**src/rtl/cache_pkg.sv**
```systemverilog
`default_nettype none
// ----------------------------------------------------------------------------
// Package : cache_pkg
// Brief   : Shared widths, FSM encoding and address helpers for the tag
//           controller of a direct-mapped 128-line, 16-byte-line cache.
// Revision: 1.0 - initial release
// ----------------------------------------------------------------------------
package cache_pkg;

  localparam int ADDR_W   = 32;
  localparam int OFFSET_W = 4;
  localparam int INDEX_W  = 7;
  localparam int TAG_W    = ADDR_W - INDEX_W - OFFSET_W;
  localparam int ENTRY_W  = TAG_W + 1;

  typedef enum logic [0:0] {
    ST_INIT = 1'b0,
    ST_RUN  = 1'b1
  } state_t;

  // Line index of a byte address (bits just above the line offset)
  function automatic logic [INDEX_W-1:0] index_of(input logic [ADDR_W-1:0] addr);
    return addr[OFFSET_W +: INDEX_W];
  endfunction

  // Tag of a byte address (everything above the index)
  function automatic logic [TAG_W-1:0] tag_of(input logic [ADDR_W-1:0] addr);
    return addr[ADDR_W-1 -: TAG_W];
  endfunction

endpackage
`default_nettype wire

```
**src/rtl/tag_sweep_cnt.sv**
```systemverilog
`default_nettype none
// ----------------------------------------------------------------------------
// Module  : tag_sweep_cnt
// Brief   : Index counter for the tag-clear sweep. Synchronous clear has
//           priority over enable; 'last' flags the final enabled count.
// Revision: 1.0 - initial release
// ----------------------------------------------------------------------------
module tag_sweep_cnt
  import cache_pkg::*;
(
  input  logic               clk,
  input  logic               rst,
  input  logic               clr,
  input  logic               en,
  output logic [INDEX_W-1:0] cnt,
  output logic               last
);

  // Count up through every tag entry; clear returns to entry 0
  always_ff @(posedge clk or posedge rst) begin
    if (rst) begin
      cnt <= '0;
    end else if (clr) begin
      cnt <= '0;
    end else if (en) begin
      cnt <= cnt + 1'b1;
    end
  end

  assign last = en & (cnt == {INDEX_W{1'b1}});

endmodule
`default_nettype wire

```
**src/rtl/cache_tag_ctrl.sv**
```systemverilog
`default_nettype none
// ----------------------------------------------------------------------------
// Module  : cache_tag_ctrl
// Brief   : Tag-array controller. Clears all tags after reset, then serves
//           two-stage tag lookups (address in stage 1, hit/miss in stage 2)
//           and line-fill tag writes, fills taking priority over lookups.
//           Optional feature macro: CACHE_TAG_FLUSH_EN adds a 'flush' input
//           that re-runs the clear sweep.
// Revision: 1.0 - initial release
// ----------------------------------------------------------------------------
module cache_tag_ctrl
  import cache_pkg::*;
(
  input  logic               clk,
  input  logic               rst,
  input  logic               req_valid,
  output logic               req_ready,
  input  logic [ADDR_W-1:0]  req_addr,
  output logic               rsp_valid,
  output logic               rsp_hit,
  input  logic               fill_valid,
  output logic               fill_ready,
  input  logic [ADDR_W-1:0]  fill_addr,
`ifdef CACHE_TAG_FLUSH_EN
  input  logic               flush,
`endif
  output logic               init_done,
  output logic [INDEX_W-1:0] sram_addr,
  output logic               sram_wen,
  output logic [ENTRY_W-1:0] sram_din,
  input  logic [ENTRY_W-1:0] sram_dout
);

  state_t             state;
  state_t             state_nxt;
  logic [INDEX_W-1:0] cnt;
  logic               cnt_last;
  logic               cnt_clr;
  logic               cnt_en;
  logic               flush_req;
  logic               fill_acc;
  logic               req_acc;
  logic [TAG_W-1:0]   req_tag_q;
  logic [INDEX_W-1:0] addr_hold;
  logic               unused_offset;

`ifdef CACHE_TAG_FLUSH_EN
  assign flush_req = flush;
`else
  assign flush_req = 1'b0;
`endif

  // Line-offset bits never reach the tag array
  assign unused_offset = ^{req_addr[OFFSET_W-1:0], fill_addr[OFFSET_W-1:0]};

  // Counter is held at zero outside the sweep so every sweep starts at entry 0
  assign cnt_clr = (state == ST_RUN) | flush_req;
  assign cnt_en  = (state == ST_INIT);

  tag_sweep_cnt u_sweep (
    .clk  (clk),
    .rst  (rst),
    .clr  (cnt_clr),
    .en   (cnt_en),
    .cnt  (cnt),
    .last (cnt_last)
  );

  // FSM state register
  always_ff @(posedge clk or posedge rst) begin
    if (rst) begin
      state <= ST_INIT;
    end else begin
      state <= state_nxt;
    end
  end

  // FSM next state: sweep until the last entry is written, flush re-enters sweep
  always_comb begin
    state_nxt = state;
    case (state)
      ST_INIT: begin
        if (!flush_req && cnt_last) begin
          state_nxt = ST_RUN;
        end
      end
      ST_RUN: begin
        if (flush_req) begin
          state_nxt = ST_INIT;
        end
      end
      default: state_nxt = ST_INIT;
    endcase
  end

  assign init_done  = (state == ST_RUN);
  assign fill_ready = init_done;
  assign req_ready  = init_done & ~fill_valid;
  assign fill_acc   = fill_valid & init_done;
  assign req_acc    = req_valid & req_ready;

  // Stage 1 SRAM drive: sweep write, else fill write, else lookup read, else hold
  always_comb begin
    sram_addr = addr_hold;
    sram_wen  = 1'b1;
    sram_din  = '0;
    if (!rst) begin
      if (state == ST_INIT) begin
        sram_addr = cnt;
        sram_wen  = 1'b0;
      end else if (fill_acc) begin
        sram_addr = index_of(fill_addr);
        sram_wen  = 1'b0;
        sram_din  = {1'b1, tag_of(fill_addr)};
      end else if (req_acc) begin
        sram_addr = index_of(req_addr);
      end
    end
  end

  // Remember the last driven address so idle cycles keep the SRAM address stable
  always_ff @(posedge clk or posedge rst) begin
    if (rst) begin
      addr_hold <= '0;
    end else begin
      addr_hold <= sram_addr;
    end
  end

  // Stage 2 bookkeeping: response strobe and the tag to compare against
  always_ff @(posedge clk or posedge rst) begin
    if (rst) begin
      rsp_valid <= 1'b0;
      req_tag_q <= '0;
    end else begin
      rsp_valid <= req_acc;
      if (req_acc) begin
        req_tag_q <= tag_of(req_addr);
      end
    end
  end

  // Hit is resolved straight off the SRAM read data in the response cycle
  assign rsp_hit = rsp_valid & sram_dout[ENTRY_W-1] &
                   (sram_dout[TAG_W-1:0] == req_tag_q);

endmodule
`default_nettype wire
```
**config.mk**
```make
export PLATFORM = sky130hd
export DESIGN_NAME = cache_tag_ctrl
export DESIGN_NICKNAME = d
export VERILOG_FILES = /design/src/rtl/cache_pkg.sv /design/src/rtl/tag_sweep_cnt.sv /design/src/rtl/cache_tag_ctrl.sv
export SDC_FILE = /design/constraint.sdc
export NUM_CORES = 1
export LEC_CHECK = 0
export CAP_MARGIN = 10
export CORE_MARGIN = 2
export CORE_UTILIZATION = 37
export CTS_CLUSTER_SIZE = 20
export DETAILED_ROUTE_END_ITERATION = 6
export PLACE_DENSITY = 0.8
export SLEW_MARGIN = 5
export SYNTH_ARGS = -nofsm -noshare
export SYNTH_HDL_FRONTEND = slang
export SYNTH_HIERARCHICAL = 1
export SYNTH_SLANG_ARGS = --single-unit
```
**constraint.sdc**
```tcl
create_clock -name clk -period 2.4 [get_ports clk]
set_input_delay 0.36 -clock clk [delete_from_list [all_inputs] [get_ports clk]]
set_output_delay 0.36 -clock clk [all_outputs]
set_load 0.005 [all_outputs]
```
After elaboration in Yosys (flattened, before gate mapping) --
Cells that the tools add are included.
Word-level totals: flip-flop bits (word level) 37, output and inout port bits 35, word-level logic and storage cells 29
Operators by class: $add $sub $neg 1, equality and inequality tests 2, multiplexer cells 13, bitwise operators 8
Operator list (count):
- two-way mux 22 bit | 3
- two-way mux 7 bit | 5
- equality test 21 bit | 1
- adder 7 x 1 -> 7 bit (second input constant) | 1
- equality test 7 bit (second input constant) | 1
- AND 1 bit | 6
- two-way mux 1 bit | 4
- inverter 1 bit | 2
- case mux 1 bit (2 select lines) | 1

Depth between registers and ports, before layout --
Gate-level depths: netlist of the first run.
depth after elaboration 7, mapped depth 7, mapped depth without buffers 5

Hierarchy --
The synthesis of the first run kept the hierarchy.
By module, submodules not included:
- cache_tag_ctrl | instances 1, cells each 158, area an instance 1717.9 um^2, sequential area each 750.7 um^2
- tag_sweep_cnt | instances 1, cells each 33, area an instance 336.6 um^2, sequential area each 175.2 um^2

Least setup slack after synthesis of the first run --
OpenSTA, ideal clock, no wires.
path kind input port to output port, from input rst, to output sram_din[12], arrival time 1742 ps, required time 2040 ps, path slack 298 ps, cell stages on the path 4, path buffers 1, path through inv_1 > and3_1 > clkbuf_1 > and2_1
On the way: cells in the longest elaborated chain, start to end 1
Ends and longest elaborated chain:
- from (decl) | line cache_tag_ctrl.sv:15 | input logic rst,
- two-way mux 22 bit | line cache_tag_ctrl.sv:107 | if (!rst) begin
- to (decl) | line cache_tag_ctrl.sv:30 | output logic [ENTRY_W-1:0] sram_din,
Every way passes these cells.

Worst setup path after layout of the first run --
from input rst, to output sram_din[10]
The elaborated chain is that of the path after synthesis.

==> impl_metrics.tcl, run 1 <==
set metrics [dict create \
    post-route-util_pct 63.8 \
    irDropWorstVdd_mv 0.288 \
    cp_max_fo 22 \
    powerDensity_nw_per_um2 368 \
    muxShareOfSynthArea_pct 15.8 \
    ys_types 30 \
    ctsHoldBuffers 0 \
    design_area_um2 3470 \
    critPathKind "primary input to output port" \
    crit_path_frequent_cell "clkdlybuf4s50_1" \
    grt_overflow 0 \
    placed_area_um2 3330 \
    hpwl_mm 4.23 \
    clock_skew_ps 4.28 \
    grt.total_usage_pct 17.5 \
    drc 0 \
    synth_top_family_by_area "simple AND/OR/NAND/NOR gates" \
    clock_tree.root_cell "clkbuf_8" \
    slew_violations 0 \
    syn_to_final_growth_pct 68.9 \
    antenna_found_initial 0 \
    yosys_warnings 6 \
    yosys.area_share.simple_pct 17.2 \
    crit_chain "clkdlybuf4s50_1, inv_1, and3_1, buf_12, and2_1, clkdlybuf4s50_1" \
    ys_ff_latch 37 \
    min_path_type "flip-flop to flip-flop" \
    regToRegEndpoint "req_tag_q[18]" \
    syn_nets 282 \
    grt_pass1_wl_mm 8.56 \
    final_common_cell "clkdlybuf4s50_1" \
    rows 27 \
    path_clk_slew_ps 70 \
    die_x_um 78.5 \
    reg2reg_from "fill_ready" \
    synth_compound_area_share_pct 6.82 \
    relSlewSlack_pct 74.4 \
    status "complete, no violations" \
    die_h_um 78.5 \
    synthAdderAreaFrac_pct 0.609 \
    startpoint "rst" \
    grt_max_degree 31 \
    gp_congestion 0.774 \
    fin_crit_ps 2310 \
    max_freq_mhz 433 \
    clkSinkCount 37 \
    antenna_cells 0 \
    core_um2 5440 \
    period_share_pct 96.3 \
    nets 408 \
    routed_wl_mm 5.35 \
    numCtsBuffers 5 \
    grt_pass1_vias 1868 \
    whs_ps 499 \
    p_leak_nw 1.62 \
    numPortBuffers 116 \
    worstSetupStartpointType "primary input" \
    final.setup.worst_slack_ps 89.4 \
    io_pins 125 \
    cts_tree "yes" \
    critPathArrivalTime_ps 1950 \
    synth_xor_area_share_pct 10.7 \
    antenna_left 0 \
    synthesis.area_um2 2050 \
    setup-violations-final 0 \
    clkLatencyLatePin_ps 280 \
    final.setup.tns_ps 0 \
    die_area_um2 6160 \
    drv_cap 0 \
    final_cell_mix "clkdlybuf4s50_1 (107), dfrtp_1 (37), and2_1 (23), nand2_1 (22), xor2_1 (19)" \
    cp_data_required_time_ps 2040 \
    slowest_delay_ps 500 \
    synth.avg_cell_area_um2 10.8 \
    initialDrtViolationCount 75 \
    tightestPinTransition_ps 384 \
    viasPerCell 4.75 \
    clk_path_buf_depth 2 \
    wl_per_cell_um 13.7 \
    r2r_slack_ps 710 \
    grt_setup_unrepaired "false" \
    end_kind "output port" \
    pre_cts_slack_ps -116 \
    routed-via-count 1846 \
    synthCells 191 \
    cp_slowest_cell "clkdlybuf4s50_1" \
    cp-endpoint "sram_din[10]" \
    h-tree-depth 2 \
    start_util_pct 37.8 \
    ff2ff_path_depth 6 \
    drive_gt1_share_pct 14.8 \
    ys_seq_area_share_pct 45.1 \
    first_pass_iters 4 \
    hold_viol 0 \
]
metrics by stage:
step / total power, mW / instances
floorplan: 0.683 / 191
global placement: 0.846 / 379
detailed placement: 0.849 / 379
CTS: 1.29 / 386
global route: 1.33 / 389
finish: 1.28 / 389
worst min-delay path by stage:
| stage | endpoint | from | depth (start not counted) | slack (ps) |
|---|---|---|---|---|
| 2_1_floorplan | u_sweep/cnt[0] | rst | 1 | 160 |
| 4_1_cts | addr_hold[6] | addr_hold[6] | 2 | 510 |
| 3_3_place_gp | addr_hold[6] | addr_hold[6] | 2 | 470 |
| 5_1_grt | addr_hold[6] | addr_hold[6] | 2 | 530 |
| 3_5_place_dp | addr_hold[6] | addr_hold[6] | 2 | 500 |
| 6_report | addr_hold[6] | addr_hold[6] | 2 | 500 |
worst max-delay path: cells and delay by family:
family,cells,cell delay (ps)
and+or+nand+nor,2,380
buffers and inverters,4,1200
cell usage after synthesis, drive strengths merged:
master / number / area [µm²]
nor4: 4 / 25.0
mux2: 22 / 315
nand2: 22 / 82.6
nand4: 4 / 31.3
and3: 1 / 6.26
ha: 1 / 12.5
clkbuf: 6 / 22.5
nand3: 1 / 5.00
or3: 1 / 6.26
mux2i: 1 / 10.0
or2: 1 / 6.26
a22oi: 2 / 15.0
nor3: 1 / 5.00
a21oi: 1 / 5.00
nand2b: 1 / 8.76
nor2: 7 / 26.3
nor2b: 1 / 6.26
xnor2: 6 / 52.6
dfrtp: 37 / 926
buf: 4 / 41.3
o211ai: 6 / 45.0
o21ai: 15 / 75.1
inv: 4 / 15.0
and2: 23 / 144
xor2: 19 / 166
routing by layer:
metal	wire, µm	up-vias	track usage, %	part of all wire, %
li1	-	891	-	-
met1	2120	874	19.7	40
met2	2720	72	31.4	51
met3	403	9	4.60	7.5
met4	105	0	7.02	2.0
met5	0	-	0	0
state kept, by name, summed over array words and instances (netlist names):
| signal | count |
|---|---|
| req_tag_q | 21 |
| addr_hold | 7 |
| u_sweep/cnt | 7 |
| fill_ready | 1 |
| rsp_valid | 1 |
where the power goes:
part	switching, mW	internal, mW	leakage (nW)
clock	0.208	0.228	0.0443
sequential	0.00165	0.630	0.491
combinational	0.0615	0.148	1.08
total	0.271	1.01	1.62
timing repair:
action	4_1_cts	5_1_grt
pin swaps	4	3
gates resized for setup	11	8
endpoints found under the setup margin	8	7
buffers inserted	0	3
logic make-up after synthesis:
| group | count (synthesis) |
|---|---|
| buf+inv | 14 |
| xor+xnor | 25 |
| compound gates | 24 |
| fa+ha+maj | 1 |
| simple gates | 67 |
| flops | 37 |
| mux | 23 |
final cells by class:
class / instances / area [µm²]
Timing Repair Buffer: 129 / 1290
Fill cell: 412 / 1970
Inverter: 4 / 15.0
Multi-Input combinational cell: 140 / 1060
Sequential cell: 37 / 926
Tap cell: 72 / 90.1
Clock buffer: 7 / 86.3
Power figures use the tool's default switching activity.
==> inputs of run 2 (changes only) <==
==> constraint.sdc (replaced) <==
create_clock -name clk -period 2.4 [get_ports clk]
set_input_delay 0.36 -clock clk [delete_from_list [all_inputs] [get_ports clk]]
set_output_delay 0.36 -clock clk [all_outputs]
set_load 0.05 [all_outputs]
==> run 2 against run 1 <==
Effect of this change:
- cell area up 0.47%
- largest cell class unchanged
- non-clock buffer count fell by 3
- critical path type unchanged
- global-route usage is 0.36 points higher
- critical endpoint is now rsp_hit
- power rose by 13%
- wire length up 1.6%
- die area unchanged
==> impl_metrics.tcl, run 2 (synthesized netlist as in run 1, its figures left out) <==
set metrics [dict create \
    power_frac_seq_pct 43.8 \
    drc 0 \
    antenna_cells 0 \
    clkSinkCount 37 \
    p_sw_share_pct 21.6 \
    antenna_found_initial 0 \
    clock_skew_ps 5.83 \
    irDropWorstVdd_mv 0.218 \
    largest_reg_flops 21 \
    grt_pass1_vias 1786 \
    final.setup.worst_slack_ps 149 \
    final_cell_mix "clkdlybuf4s50_1 (84), dfrtp_1 (37), buf_4 (32), and2_1 (23), nand2_1 (22)" \
    reg.largest.list "req_tag_q: 21 flops, addr_hold: 7 flops, u_sweep/cnt: 7 flops" \
    path_clk_slew_ps 70 \
    design_area_um2 3490 \
    routed_wl_mm 5.43 \
    intPower_mw 1.13 \
    filler_cell_count 423 \
    final_common_cell "clkdlybuf4s50_1" \
    setup-violations-final 0 \
    drv_cap 0 \
    drive_gt1_share_pct 24.4 \
    period_share_pct 93.8 \
    initialDrtViolationCount 72 \
    grt_pass1_wl_mm 8.54 \
    antenna_left 0 \
    status "complete, no violations" \
    cp_data_required_time_ps 2040 \
    h-tree-depth 2 \
    clk_path_buf_depth 2 \
    clock_tree.root_cell "clkbuf_8" \
    syn_to_final_growth_pct 69.7 \
    die_area_um2 6160 \
    ctsHoldBuffers 0 \
    fin_crit_ps 2250 \
    gp_congestion 0.837 \
    hold_viol 0 \
    clkLatencyLatePin_ps 290 \
    max_freq_mhz 444 \
    worstSetupStartpointType "primary input" \
    tightestPinTransition_ps 497 \
    hpwl_mm 4.45 \
    io_pins 125 \
    core_um2 5440 \
    start_util_pct 37.8 \
    rows 27 \
    p_comb_share_pct 17.4 \
    end_kind "output port" \
    wl_per_cell_um 14.0 \
    pre_cts_slack_ps 129 \
    slew_violations 0 \
    powerDensity_nw_per_um2 413 \
    grt_overflow 0 \
    clock_power_share_pct 38.8 \
    placed_area_um2 3370 \
    multi_input_area_um2 1050 \
    dp_cells 379 \
    critPathArrivalTime_ps 1890 \
    cts_tree "yes" \
    grt_setup_unrepaired "false" \
    numPortBuffers 116 \
    min_path_type "primary input to asynchronous set/reset pin" \
    regMostFlops "req_tag_q" \
    seq_area_um2 926 \
    cp_max_fo 1 \
    die_x_um 78.5 \
    power.switching_uw 311 \
    grt_max_degree 23 \
    instances_no_fill 387 \
    cts.repair.resized 0 \
    die_h_um 78.5 \
    routed-via-count 1815 \
    first_pass_iters 4 \
    p_leak_nw 1.61 \
    nets 405 \
    critPathKind "primary input to output port" \
    relSlewSlack_pct 66.8 \
    cts_setup_buffers 0 \
    viasPerCell 4.69 \
    grt.total_usage_pct 17.9 \
    numCtsBuffers 5 \
]
[run 2: cell count changes in the layout (fill, tap and decap cells not counted), moves of 2 or more]
cell and delta:
clkdlybuf4s50_1 -23, nor4_2 -2, nor4_1 +2, dlygate4sd2_1 -2, buf_12 +9, dlymetal6s2s_1 -7
buf_4 +21
[run 2: path summary, 6_finish.rpt]
check	from	endpoint	slack [ps]	cells past startpoint
worst min-delay path	rst	addr_hold[6]	320	2
max in group asynchronous	rst	u_sweep/cnt[5]	1610	3
worst max-delay path	sram_dout[15]	rsp_hit	150	6
min in group clk	req_tag_q[18]	req_tag_q[18]	540	1
worst min register to register	req_tag_q[18]	req_tag_q[18]	540	1
worst max register to register	fill_ready	u_sweep/cnt[6]	560	5
[run 2: worst max-delay path, stage by stage]
cell	delay [ps]
clkdlybuf4s50_1	420
xor2_1	150
nor4_1	350
nand4_1	140
nor3_1	290
buf_12	190
[run 2: stage by stage]
stage               TNS (ps)  total power, mW  util [%]  hold slack [ps]
floorplan              -43.7            0.708         -              163
global placement           0            0.891      62.0              512
detailed placement         0            0.896      62.0              516
CTS                        0             1.45      64.1              320
global route               0             1.49      64.1              339
finish                     0             1.44      64.1              325
[run 2: power groups by stage]
stage          combinational (mW)  clock (mW)  sequential, mW
3_3_place_gp                0.249           0           0.643
3_5_place_dp                0.253           0           0.643
6_report                    0.251       0.558           0.631
2_1_floorplan              0.0653           0           0.643
5_1_grt                     0.269       0.590           0.632
4_1_cts                     0.254       0.568           0.631
[run 2: cell type report]
class | instances | area share, %
tap | 72 | 2.58
clock buffer | 7 | 2.48
clock inverter | 1 | 0.861
multi-input combinational | 140 | 30.2
sequential | 37 | 26.6
timing repair buffer | 126 | 36.8
inverter | 4 | 0.538
[run 2: per-layer routing]
| metal | GRT usage [%] | share of wire (%) |
|---|---|---|
| met4 | 8.25 | 2.8 |
| met3 | 4.94 | 8.0 |
| met2 | 30.8 | 49 |
| met5 | 0 | 0 |
| met1 | 20.6 | 41 |
==> inputs of run 3 (changes only) <==
==> constraint.sdc (replaced) <==
create_clock -name clk -period 2.2 [get_ports clk]
set_input_delay 0.33 -clock clk [delete_from_list [all_inputs] [get_ports clk]]
set_output_delay 0.33 -clock clk [all_outputs]
set_load 0.05 [all_outputs]
==> run 3 against run 2 <==
Effect of this change:
- clock-buffer cell count fell by 2
- sequential share of layout area fell by 0.37 points
- via count fell by 1.4%
- clock power rose by 5.4%
- highest routed layer unchanged
==> impl_metrics.tcl, run 3 (synthesized netlist as in run 1, its figures left out) <==
set metrics [dict create \
    clock_tree.root_cell "clkbuf_8" \
    drc 0 \
    ctsHoldBuffers 0 \
    clock_skew_ps 10.8 \
    syn_to_final_growth_pct 72.3 \
    cp_data_required_time_ps 1870 \
    final_common_cell "clkdlybuf4s50_1" \
    antenna_cells 0 \
    irDropWorstVdd_mv 0.328 \
    cts_setup_buffers 0 \
    worstSetupStartpointType "flip-flop" \
    relSlewSlack_pct 66.3 \
    antenna_found_initial 0 \
    power.switching_uw 350 \
    status "complete, no violations" \
    r2r_slack_ps 640 \
    first_pass_iters 4 \
    viasPerCell 4.62 \
    numCtsBuffers 5 \
    largest_reg_flops 21 \
    critPathArrivalTime_ps 1820 \
    slew_violations 0 \
    setup-violations-final 0 \
    routed_wl_mm 5.47 \
    routed-via-count 1789 \
    grt_pass1_wl_mm 8.57 \
    gp_congestion 0.812 \
    p_comb_share_pct 17.7 \
    h-tree-depth 2 \
    tightestPinTransition_ps 504 \
    drv_cap 0 \
    seq_area_um2 927 \
    path_buf_inv 2 \
    startpoint "req_tag_q[17]" \
    power_frac_seq_pct 44.4 \
    grt.total_usage_pct 18.0 \
    path_clk_slew_ps 80 \
    core_um2 5440 \
    initialDrtViolationCount 75 \
    hold_viol 0 \
    min_path_type "primary input to asynchronous set/reset pin" \
    reg2reg_from "fill_ready" \
    clock_power_share_pct 37.9 \
    die_x_um 78.5 \
    antenna_left 0 \
    wl_per_cell_um 14.1 \
    die_area_um2 6160 \
    hpwl_mm 4.33 \
    intPower_mw 1.20 \
    final.setup.worst_slack_ps 54.7 \
    drive_gt1_share_pct 26.0 \
    start_util_pct 37.8 \
    grt_setup_unrepaired "true" \
    period_share_pct 97.5 \
    powerDensity_nw_per_um2 438 \
    critical_path.top_delay_family "simple AND/OR/NAND/NOR gates" \
    grt_max_degree 26 \
    p_sw_share_pct 22.5 \
    rows 27 \
    critPathKind "flip-flop to output port" \
    cp_max_fo 2 \
    final_cell_mix "clkdlybuf4s50_1 (80), dfrtp_1 (36), buf_4 (30), and2_1 (22), nand2_1 (22)" \
    instances_no_fill 387 \
    cts_tree "yes" \
    clkLatencyLatePin_ps 290 \
    fin_crit_ps 2150 \
    io_pins 125 \
    nets 405 \
    p_leak_nw 1.65 \
    pre_cts_slack_ps 15.6 \
    filler_cell_count 452 \
    dp_cells 379 \
    slowest_delay_ps 400 \
    reg.largest.list "req_tag_q: 21 flops, addr_hold: 7 flops, u_sweep/cnt: 7 flops" \
    grt_overflow 0 \
    regMostFlops "req_tag_q" \
    end_kind "output port" \
    numPortBuffers 116 \
    clkSinkCount 37 \
    cp_slowest_cell "dfrtp_1" \
    crit_chain "xor2_1, nor4_1, buf_4, nand4_1, nor3_2, clkbuf_16" \
    grt_pass1_vias 1755 \
    clk_path_buf_depth 2 \
    max_freq_mhz 466 \
    multi_input_area_um2 1070 \
    die_h_um 78.5 \
]
-- run 3: cell count changes in the layout (fill, tap and decap cells not counted), sizes merged --
cell | before | now
buf | 42 | 41
clkbuf | 7 | 6
clkdlybuf4s50 | 84 | 80
clkinv | 0 | 1
clkinvlp | 1 | 2
dlymetal6s2s | 0 | 4
-- run 3: final cells by class --
cell class	instances	area share, %
well taps	72	2.55
flip-flops and latches	37	26.2
clock inverters	3	1.31
clock buffers	5	1.94
multi-input cells	140	30.2
inverters	4	0.530
repair buffers	126	37.3
-- run 3: worst register-to-register path: stages, from the launching register on --
cell and delay (ps):
dfrtp_2 520, nand2b_2 110, inv_2 90, and2_4 160
buf_12 190, mux2_2 360
-- run 3: layer usage --
layer / up-vias / part of all wire [%] / track usage (%)
met4: 0 / 0.88 / 5.26
met1: 845 / 41 / 21.9
li1: 886 / - / -
met3: 5 / 5.4 / 3.79
met2: 53 / 52 / 31.9
met5: - / 0 / 0
-- run 3: per-stage QoR --
step                TNS (ps)  hold WS (ps)  area (µm²)  power (mW)  utilization, %
floorplan              -12.7           133        2070       0.772               -
global placement           0           512        3400       0.974            62.5
detailed placement         0           519        3400       0.978            62.5
CTS                        0           440        3520        1.57            64.6
global route           -20.3           454        3540        1.62            65.1
finish                     0           442        3540        1.55            65.1
-- run 3: final timing paths --
check,to,depth (start not counted)
max in group asynchronous,fill_ready,3
worst max register to register,req_tag_q[17],5
worst max-delay path,rsp_hit,6
min in group clk,req_tag_q[19],1
worst min-delay path,addr_hold[3],3
worst min register to register,req_tag_q[19],1
-- run 3: power groups by stage --
stage | clock network (mW) | registers [mW] | logic [mW]
5_1_grt | 0.634 | 0.689 | 0.294
3_5_place_dp | 0 | 0.702 | 0.276
6_report | 0.588 | 0.688 | 0.274
2_1_floorplan | 0 | 0.701 | 0.0713
3_3_place_gp | 0 | 0.701 | 0.273
4_1_cts | 0.601 | 0.688 | 0.278
-- run 3: what timing repair did --
action / 4_1_cts / 5_1_grt
resized for setup: 0 / 7
setup endpoints to repair: 0 / 8
endpoints found under the hold margin: 0 / 0
